`src/rtl/muldiv_sequencer.sv`:
```
// Multicycle signed multiply/divide (shift-add / restoring) with its own FSM; `MULDIV_UNSIGNED_EN adds multu/divu.
// Latency: LOAD 1 cycle, CALC WIDTH cycles, done in cycle WIDTH+2 after start; divide-by-zero flagged in cycle 2.
// Backpressure: start is honoured only while idle; requests while busy are dropped, not queued.
module muldiv_sequencer #(
  parameter int WIDTH = 32,
  parameter int CNT_W = 6
) (
  input  logic             clk,
  input  logic             reset,
  input  logic             start,
  input  logic             op,
  input  logic [WIDTH-1:0] a_in,
  input  logic [WIDTH-1:0] b_in,
`ifdef MULDIV_UNSIGNED_EN
  input  logic             is_unsigned,
`endif
  output logic             busy,
  output logic             done,
  output logic             divzero,
  output logic             highwrite,
  output logic             lowwrite,
  output logic [WIDTH-1:0] hi_out,
  output logic [WIDTH-1:0] lo_out
);

  typedef enum logic [2:0] {IDLE, LOAD, CALC, RESULT, DIVZ} state_t;

  state_t             state, state_nxt;
  logic               op_q, uns_q, neg_q, neg_r, uns_in, last_iter;
  logic [WIDTH-1:0]   a_q, b_q, a_abs, b_abs, res_hi, res_lo;
  logic [CNT_W-1:0]   cnt;
  logic [2*WIDTH-1:0] p, p_step, prod;
  logic [WIDTH:0]     add_sum, rem_sh, diff;

`ifdef MULDIV_UNSIGNED_EN
  assign uns_in = is_unsigned;
`else
  assign uns_in = 1'b0;
`endif

  assign last_iter = (cnt == CNT_W'(WIDTH-1));

  always_ff @(posedge clk) begin
    if (reset) state <= IDLE;
    else       state <= state_nxt;
  end

  always_comb begin
    state_nxt = state;
    case (state)
      IDLE:    if (start) state_nxt = LOAD;
      LOAD:    state_nxt = (op_q && (b_q == '0)) ? DIVZ : CALC;
      CALC:    if (last_iter) state_nxt = RESULT;
      RESULT:  state_nxt = IDLE;
      DIVZ:    state_nxt = IDLE;
      default: state_nxt = IDLE;
    endcase
  end

  // p holds {partial product} for mult and {remainder, dividend/quotient} for div
  always_comb begin
    a_abs   = (!uns_q && a_q[WIDTH-1]) ? -a_q : a_q;
    b_abs   = (!uns_q && b_q[WIDTH-1]) ? -b_q : b_q;
    add_sum = {1'b0, p[2*WIDTH-1:WIDTH]} + (p[0] ? {1'b0, a_q} : '0);
    rem_sh  = p[2*WIDTH-1:WIDTH-1];
    diff    = rem_sh - {1'b0, b_q};
    if (!op_q)
      p_step = {add_sum, p[WIDTH-1:1]};
    else if (diff[WIDTH])
      p_step = {rem_sh[WIDTH-1:0], p[WIDTH-2:0], 1'b0};
    else
      p_step = {diff[WIDTH-1:0], p[WIDTH-2:0], 1'b1};
    prod = neg_q ? -p_step : p_step;
    if (op_q) begin
      res_lo = neg_q ? -p_step[WIDTH-1:0] : p_step[WIDTH-1:0];
      res_hi = neg_r ? -p_step[2*WIDTH-1:WIDTH] : p_step[2*WIDTH-1:WIDTH];
    end else begin
      res_hi = prod[2*WIDTH-1:WIDTH];
      res_lo = prod[WIDTH-1:0];
    end
  end

  always_ff @(posedge clk) begin
    if (reset) begin
      op_q      <= 1'b0;
      uns_q     <= 1'b0;
      neg_q     <= 1'b0;
      neg_r     <= 1'b0;
      a_q       <= '0;
      b_q       <= '0;
      cnt       <= '0;
      p         <= '0;
      hi_out    <= '0;
      lo_out    <= '0;
      busy      <= 1'b0;
      done      <= 1'b0;
      divzero   <= 1'b0;
      highwrite <= 1'b0;
      lowwrite  <= 1'b0;
    end else begin
      busy      <= (state_nxt != IDLE);
      done      <= (state_nxt == RESULT);
      highwrite <= (state_nxt == RESULT);
      lowwrite  <= (state_nxt == RESULT);
      divzero   <= (state_nxt == DIVZ);
      case (state)
        IDLE: if (start) begin
          op_q  <= op;
          uns_q <= uns_in;
          a_q   <= a_in;
          b_q   <= b_in;
        end
        LOAD: begin
          a_q   <= a_abs;
          b_q   <= b_abs;
          neg_q <= !uns_q && (a_q[WIDTH-1] ^ b_q[WIDTH-1]);
          neg_r <= !uns_q && a_q[WIDTH-1];
          cnt   <= '0;
          p     <= {{WIDTH{1'b0}}, (op_q ? a_abs : b_abs)};
        end
        CALC: begin
          p   <= p_step;
          cnt <= cnt + 1'b1;
          if (last_iter) begin
            hi_out <= res_hi;
            lo_out <= res_lo;
          end
        end
        default: ;
      endcase
    end
  end

endmodule

```
`config.mk`:
```
export PLATFORM = sky130hd
export DESIGN_NAME = muldiv_sequencer
export DESIGN_NICKNAME = d
export VERILOG_FILES = /design/src/rtl/muldiv_sequencer.sv
export SDC_FILE = /design/constraint.sdc
export NUM_CORES = 1
export LEC_CHECK = 0
export ABC_AREA = 0
export CAP_MARGIN = 15
export CORE_MARGIN = 4
export CORE_UTILIZATION = 60
export DETAILED_ROUTE_END_ITERATION = 7
export GPL_TIMING_DRIVEN = 0
export PLACE_DENSITY = 0.91
export SETUP_SLACK_MARGIN = 0.2
export SYNTH_ARGS = -nofsm -noshare
export SYNTH_HDL_FRONTEND = slang
export SYNTH_SLANG_ARGS = --single-unit
```
`constraint.sdc`:
```
create_clock -name clk -period 7.1 [get_ports clk]
set_input_delay 1.42 -clock clk [delete_from_list [all_inputs] [get_ports clk]]
set_output_delay 1.42 -clock clk [all_outputs]
set_load 0.005 [all_outputs]
```
==> summary.txt <==
Post-Route Utilization: 70.6%
Multi-input gate area: 11400 um2
routed vias: 19500
PnR Total Power: 3710 uW
WL/cell: 25.3 um
final worst path period share: 95.0%
crit path kind: flop to flop
I/O Pins: 137
clk buf depth: 3
pwr dens: 195 nW/um2
R2R Path Start: op_q$_SDFFE_PP0P_
syn_nets: 2380
GR Util met1: 55.2%
Synth Warn #: 0
GR Util All Layers: 43.6%
fraction of power spent switching nets: 36.0%
CTS tree: done
initial antenna violation count: 3
critical-path maximum fanout: 10
HP Class: flop to flop
Tmin final: 6.74 ns
clock buffer count from CTS: 24
non-filler instance count after layout: 2764
Logic pwr share: 28.8%
cts hold-fix bufs: 0
CP Launch Type: flop
Seq cells post-synth: 207
Root Driver: clkbuf_16
first-pass GRT wire length: 104 mm
Die Y: 173 um
mux share of post-synthesis cell area: 2.88%
vias in the first global route: 18000
routability congestion estimate: 1.09
unrepaired setup endpoints after global routing: no
hold path start: hi_out[15]$_SDFFE_PP0P_
Port Buffer Count: 135
Seq pwr share: 34.1%
1st-iter DRT viols: 3244
Final Max Slew Viols: 0
R2R setup slack: 0.36 ns
die area: 30000 um2
hpwl dp: 54.3 mm
Hold Path Sink: hi_out[15]$_SDFFE_PP0P_
post-synth top area cell: dfxtp_1
slew at the pin closest to its max-slew limit: 1.06 ns
Post-Place Cells: 2717
hold_ws: 0.452 ns
Syn Area/Cell: 7.32 um2
TNS Setup: 0 ns
post-synthesis compound-gate area fraction: 29.1%
Area Overhead vs Synth: 16.1%
Reg clk slew, reported paths: 0.06 ns
Initial Util: 60.9%
Max Cap Violations: 0
Synth Area in Simple Gates: 24.1%
GRT Max-Usage Layer: met2
FF-to-FF End: divzero$_SDFF_PP0_
final net count: 2541
worst-case reg-to-reg path depth: 13
met3 usage: 13.6%
WP data arrival: 7.15 ns
Top FF cell, synth: dfxtp_1
postcts setup bufs: 0
vias per cell: 7.06
LEAKAGE: 0.00704 uW
top area cells in the synthesized netlist: dfxtp_1, nor2_1, a21oi_1
CTS Sinks: 207
row count: 60
Synth cell types: 87
Fmax: 0.148 GHz
maximum VDD drop: 0.000146 V
DRC viols: 0
DRT Pass-1 Iters: 6
total grt overflow: 0
largest net degree at the start of global routing: 14
worst-skew pair later-pin latency: 0.56 ns
FFs w/ async S/R, synth: 0%
main combinational cell family by area after synthesis: compound AO/OA/AOI/OAI gates
skew final: 0.0285 ns
CP Launch Point: op_q$_SDFFE_PP0P_
final setup fails: 0
met2 Use GR: 63.8%
P_sw: 1340 uW
critical path endpoint category: flop
XOR/XNOR Fraction of Synth Area: 8.17%
count leader, synth: nor2_1
synthesized instance count: 2241
Clk network pwr share: 37.0%
Pint: 2370 uW
layout cells sized above 1: 5.00%
Synth Area in Adders: 5.51%
status: completed
top cells by count, synth: nor2_1, a21oi_1, nand2_1
post_cts resized: 0
final WL: 70.1 mm
number of synthesized flops with an enable pin: 0
Core ar.: 27000 um2
FF+latch area: 4140 um2
Yosys top cell area share: 25.3%
H-tree Lvls: 1
# fillers: 2248
Die X: 173 um
area of the mapped netlist: 16400 um2
WP data required: 7.51 ns
Slew HR: 29.6%
Seq/Total Area, Yosys: 25.3%
Post-DRT Antenna Nets: 0
WHS Path Cells: 2
Fin. Hold Viols: 0
## cell type report
cell class	count	area share, %
buffer	153	3.27
sequential	207	21.8
clock inverter	12	0.946
multi-input combinational	1826	60.0
clock buffer	32	3.52
inverter	55	1.08
timing repair buffer	135	7.10
tap	341	2.24
antenna	3	0.0394
## how the worst max path moves through the flow
stage / endpoint / slack [ns] / cells past startpoint
2_1_floorplan: hi_out[22]$_SDFFE_PP0P_ / 2.09 / 24
3_3_place_gp: hi_out[22]$_SDFFE_PP0P_ / 0.83 / 24
3_5_place_dp: hi_out[22]$_SDFFE_PP0P_ / 0.72 / 24
4_1_cts: hi_out[22]$_SDFFE_PP0P_ / 0.67 / 24
5_1_grt: hi_out[22]$_SDFFE_PP0P_ / 0.24 / 24
6_report: divzero$_SDFF_PP0_ / 0.36 / 13
## stage by stage
stage          area [um2]  setup WS [ns]
3_3_place_gp        18200          0.832
2_1_floorplan       16400           2.09
5_1_grt             19000          0.243
4_1_cts             19000          0.670
6_report            19000          0.357
3_5_place_dp        18200          0.716
## worst max-delay path, cell delays in order (launching register included)
cell and delay [ns]:
dfxtp_1 0.37, clkbuf_1 0.37, buf_2 0.43, buf_2 0.36, buf_2 0.36, clkbuf_1 0.45, clkbuf_1 0.47, buf_2 0.43
buf_2 0.38, buf_1 0.67, clkbuf_1 0.78, buf_1 0.65, nand4b_1 0.45, nor3_1 0.40
## power groups by stage
stage | logic, uW | registers (uW) | clock network (uW)
after floorplan | 686 | 1270 | 0
after global placement | 990 | 1290 | 0
after detailed placement | 1000 | 1290 | 0
after CTS | 1010 | 1260 | 1350
after global routing | 1130 | 1270 | 1400
final | 1070 | 1270 | 1370
## cells in the final DEF (no fill, tap or decap), drive strengths merged, types with 38 or more instances in the layout
master and n:
nand3 40, and2 39, a21oi 219, o21ai 115, ha 69, a211oi 57
nand2 218, inv 56, a22oi 54, dfxtp 207, buf 38, nor3 73
xor2 63, clkdlybuf4s50 135, clkbuf 147, nor2 309, a221oi 57, xnor2 90
## state kept, by name (all words and copies together) (netlist names)
signal and count:
state 3, a_q 32, neg_r 1, lo_out 32, hi_out 32, lowwrite 1, b_q 32, neg_q 1
divzero 1, op_q 1, busy 1, p 64, cnt 6
## routing by layer
layer,vias up,part of all wire (%)
met5,-,0.016
met4,2,8.3
met3,376,15
met2,1604,40
met1,8963,37
li1,8569,-
## kinds of logic (layout without fill, tap and decap cells)
family	count (synthesis)	count (layout)
adder cells (fa/ha/maj)	71	71
XOR/XNOR	153	153
AND/OR/NAND/NOR	842	842
flip-flops	207	207
multiplexers	43	43
buffers and inverters	208	387
other	0	3
AO/OA/AOI/OAI	717	717
(Power assumes the default switching activity.)
==> RTL change, RTL diff (config.mk and constraints unchanged) <==
Set the parameter `WIDTH` to 24 (it was 32).
--- a/src/rtl/muldiv_sequencer.sv
+++ b/src/rtl/muldiv_sequencer.sv
@@ -4,3 +4,3 @@
 module muldiv_sequencer #(
-  parameter int WIDTH = 32,
+  parameter int WIDTH = 24,
   parameter int CNT_W = 6
Ports: changed (resized a_in, b_in, hi_out and lo_out); port bits go from 137 to 105. No check against the original RTL was run, so the function may have changed too.
==> RTL change against the unedited design <==
The run now ends with design-rule violations left; area after synthesis shrank 24%; final area shrank 24%; setup slack gained 0.78 ns; combinational power shrank 25%; wire length fell by 31%; count of clock-buffer cells in the layout fell by 14; sequential cell count down 48; power down 24%; critical path type unchanged; largest cell class unchanged; largest power group unchanged.
==> RTL change: results <==
set metrics [dict create \
    run_status "finished, violations left" \
    violations "design-rule violations" \
    cts_buffers 17 \
    clock_latency_ns 0.45 \
    vias 14100 \
    fillerInstances 1698 \
    synth.area.top_cells "dfxtp_1 26%, nand2_1 6.2%, nor2_1 5.9%" \
    syn-num-nets 1791 \
    clk_pin_slew_ns 0.08 \
    insertedDiodeCount 0 \
    drc_errors 1 \
    slowest_stage "o21ai_0" \
    cts_max_level 4 \
    r2r_slack_ns 1.13 \
    place.port_buffers 103 \
    leakage_nw 5.39 \
    reg2reg_depth 21 \
    max-vdd-ir-drop_v 0.000177 \
    pre_cts_ws_ns 1.47 \
    period_minus_slack_ns 5.97 \
    gp_congestion 1.03 \
    drt_iter0_markers 1868 \
    startpoint "b_q[23]" \
    grt_pass1_wl_um 73200 \
    crit_arrival_ns 6.27 \
    dp_hpwl_um 37800 \
    first_pass_iters 8 \
    cpPeakStageDelay_ns 0.47 \
    grt_pass1_vias 12900 \
    grt_usage 0.397 \
    yosysSeqAreaShare 0.257 \
    antenna_found_initial 0 \
]
==> RTL change: cell types whose count changed after synthesis, sizes merged, moves of 17 or more <==
cell	unedited run	this run
nor2	309	195
a21oi	219	134
dfxtp	207	159
a221oi	57	17
xnor2	90	62
clkbuf	115	88
o21ai	115	91
nor3	73	51
o211ai	22	44
xor2	63	46
==> RTL change: area by class of cell <==
type	instances	area [um^2]	share of cell area
plain buffers	112	444	0.0308
flip-flops and latches	159	3180	0.221
clock inverters	14	206	0.0143
repair buffers	103	1030	0.0715
multi-input cells	1368	8620	0.598
clock buffers	18	429	0.0298
inverters	45	169	0.0117
well taps	270	338	0.0234
==> RTL change: how the worst min path moves through the flow <==
stage | from | to | slack, ns | cells after the start
6_report | hi_out[4] | hi_out[4] | 0.46 | 2
5_1_grt | lo_out[16] | lo_out[16] | 0.47 | 2
4_1_cts | hi_out[4] | hi_out[4] | 0.46 | 2
3_5_place_dp | lo_out[7] | lo_out[7] | 0.45 | 2
3_3_place_gp | lo_out[16] | lo_out[16] | 0.44 | 2
2_1_floorplan | hi_out[2] | hi_out[2] | 0.45 | 2
==> RTL change: report_power, final <==
group | switching (mW) | internal (mW) | total (mW)
clock network | 0.445 | 0.574 | 1.02
logic | 0.515 | 0.284 | 0.800
registers | 0.0534 | 0.929 | 0.983
==> RTL change: kinds of logic (layout without fill, tap and decap cells) <==
logic type,Yosys count,count (layout),synth area share
AND/OR/NAND/NOR,652,652,0.249
adder cells (fa/ha/maj),55,55,0.0567
buffers and inverters,157,292,0.0494
AO/OA/AOI/OAI,519,519,0.283
XOR/XNOR,108,108,0.0762
flip-flops,159,159,0.257
multiplexers,34,34,0.0291
==> RTL change: routing by layer <==
metal / global-route usage / up-vias / share of wire
met5: 0 / - / 0
met2: 0.587 / 1061 / 0.41
li1: - / 6372 / -
met3: 0.105 / 202 / 0.13
met1: 0.529 / 6513 / 0.39
met4: 0.212 / 0 / 0.066
==> RTL change: per-stage QoR <==
| stage | cell area, um^2 | std cells | hold slack (ns) |
|---|---|---|---|
| after floorplan | 12400 | 1684 | 0.448 |
| after global placement | 13800 | 2057 | 0.439 |
| after detailed placement | 13800 | 2057 | 0.446 |
| after CTS | 14400 | 2089 | 0.456 |
| after global routing | 14400 | 2089 | 0.472 |
| final | 14400 | 2089 | 0.458 |
==> RTL change: worst min-delay path, delay by kind of cell (launching register included) <==
family / cells / cell delay (ns)
AND/OR/NAND/NOR: 1 / 0.05
AO/OA/AOI/OAI: 1 / 0.05
flip-flops: 1 / 0.31
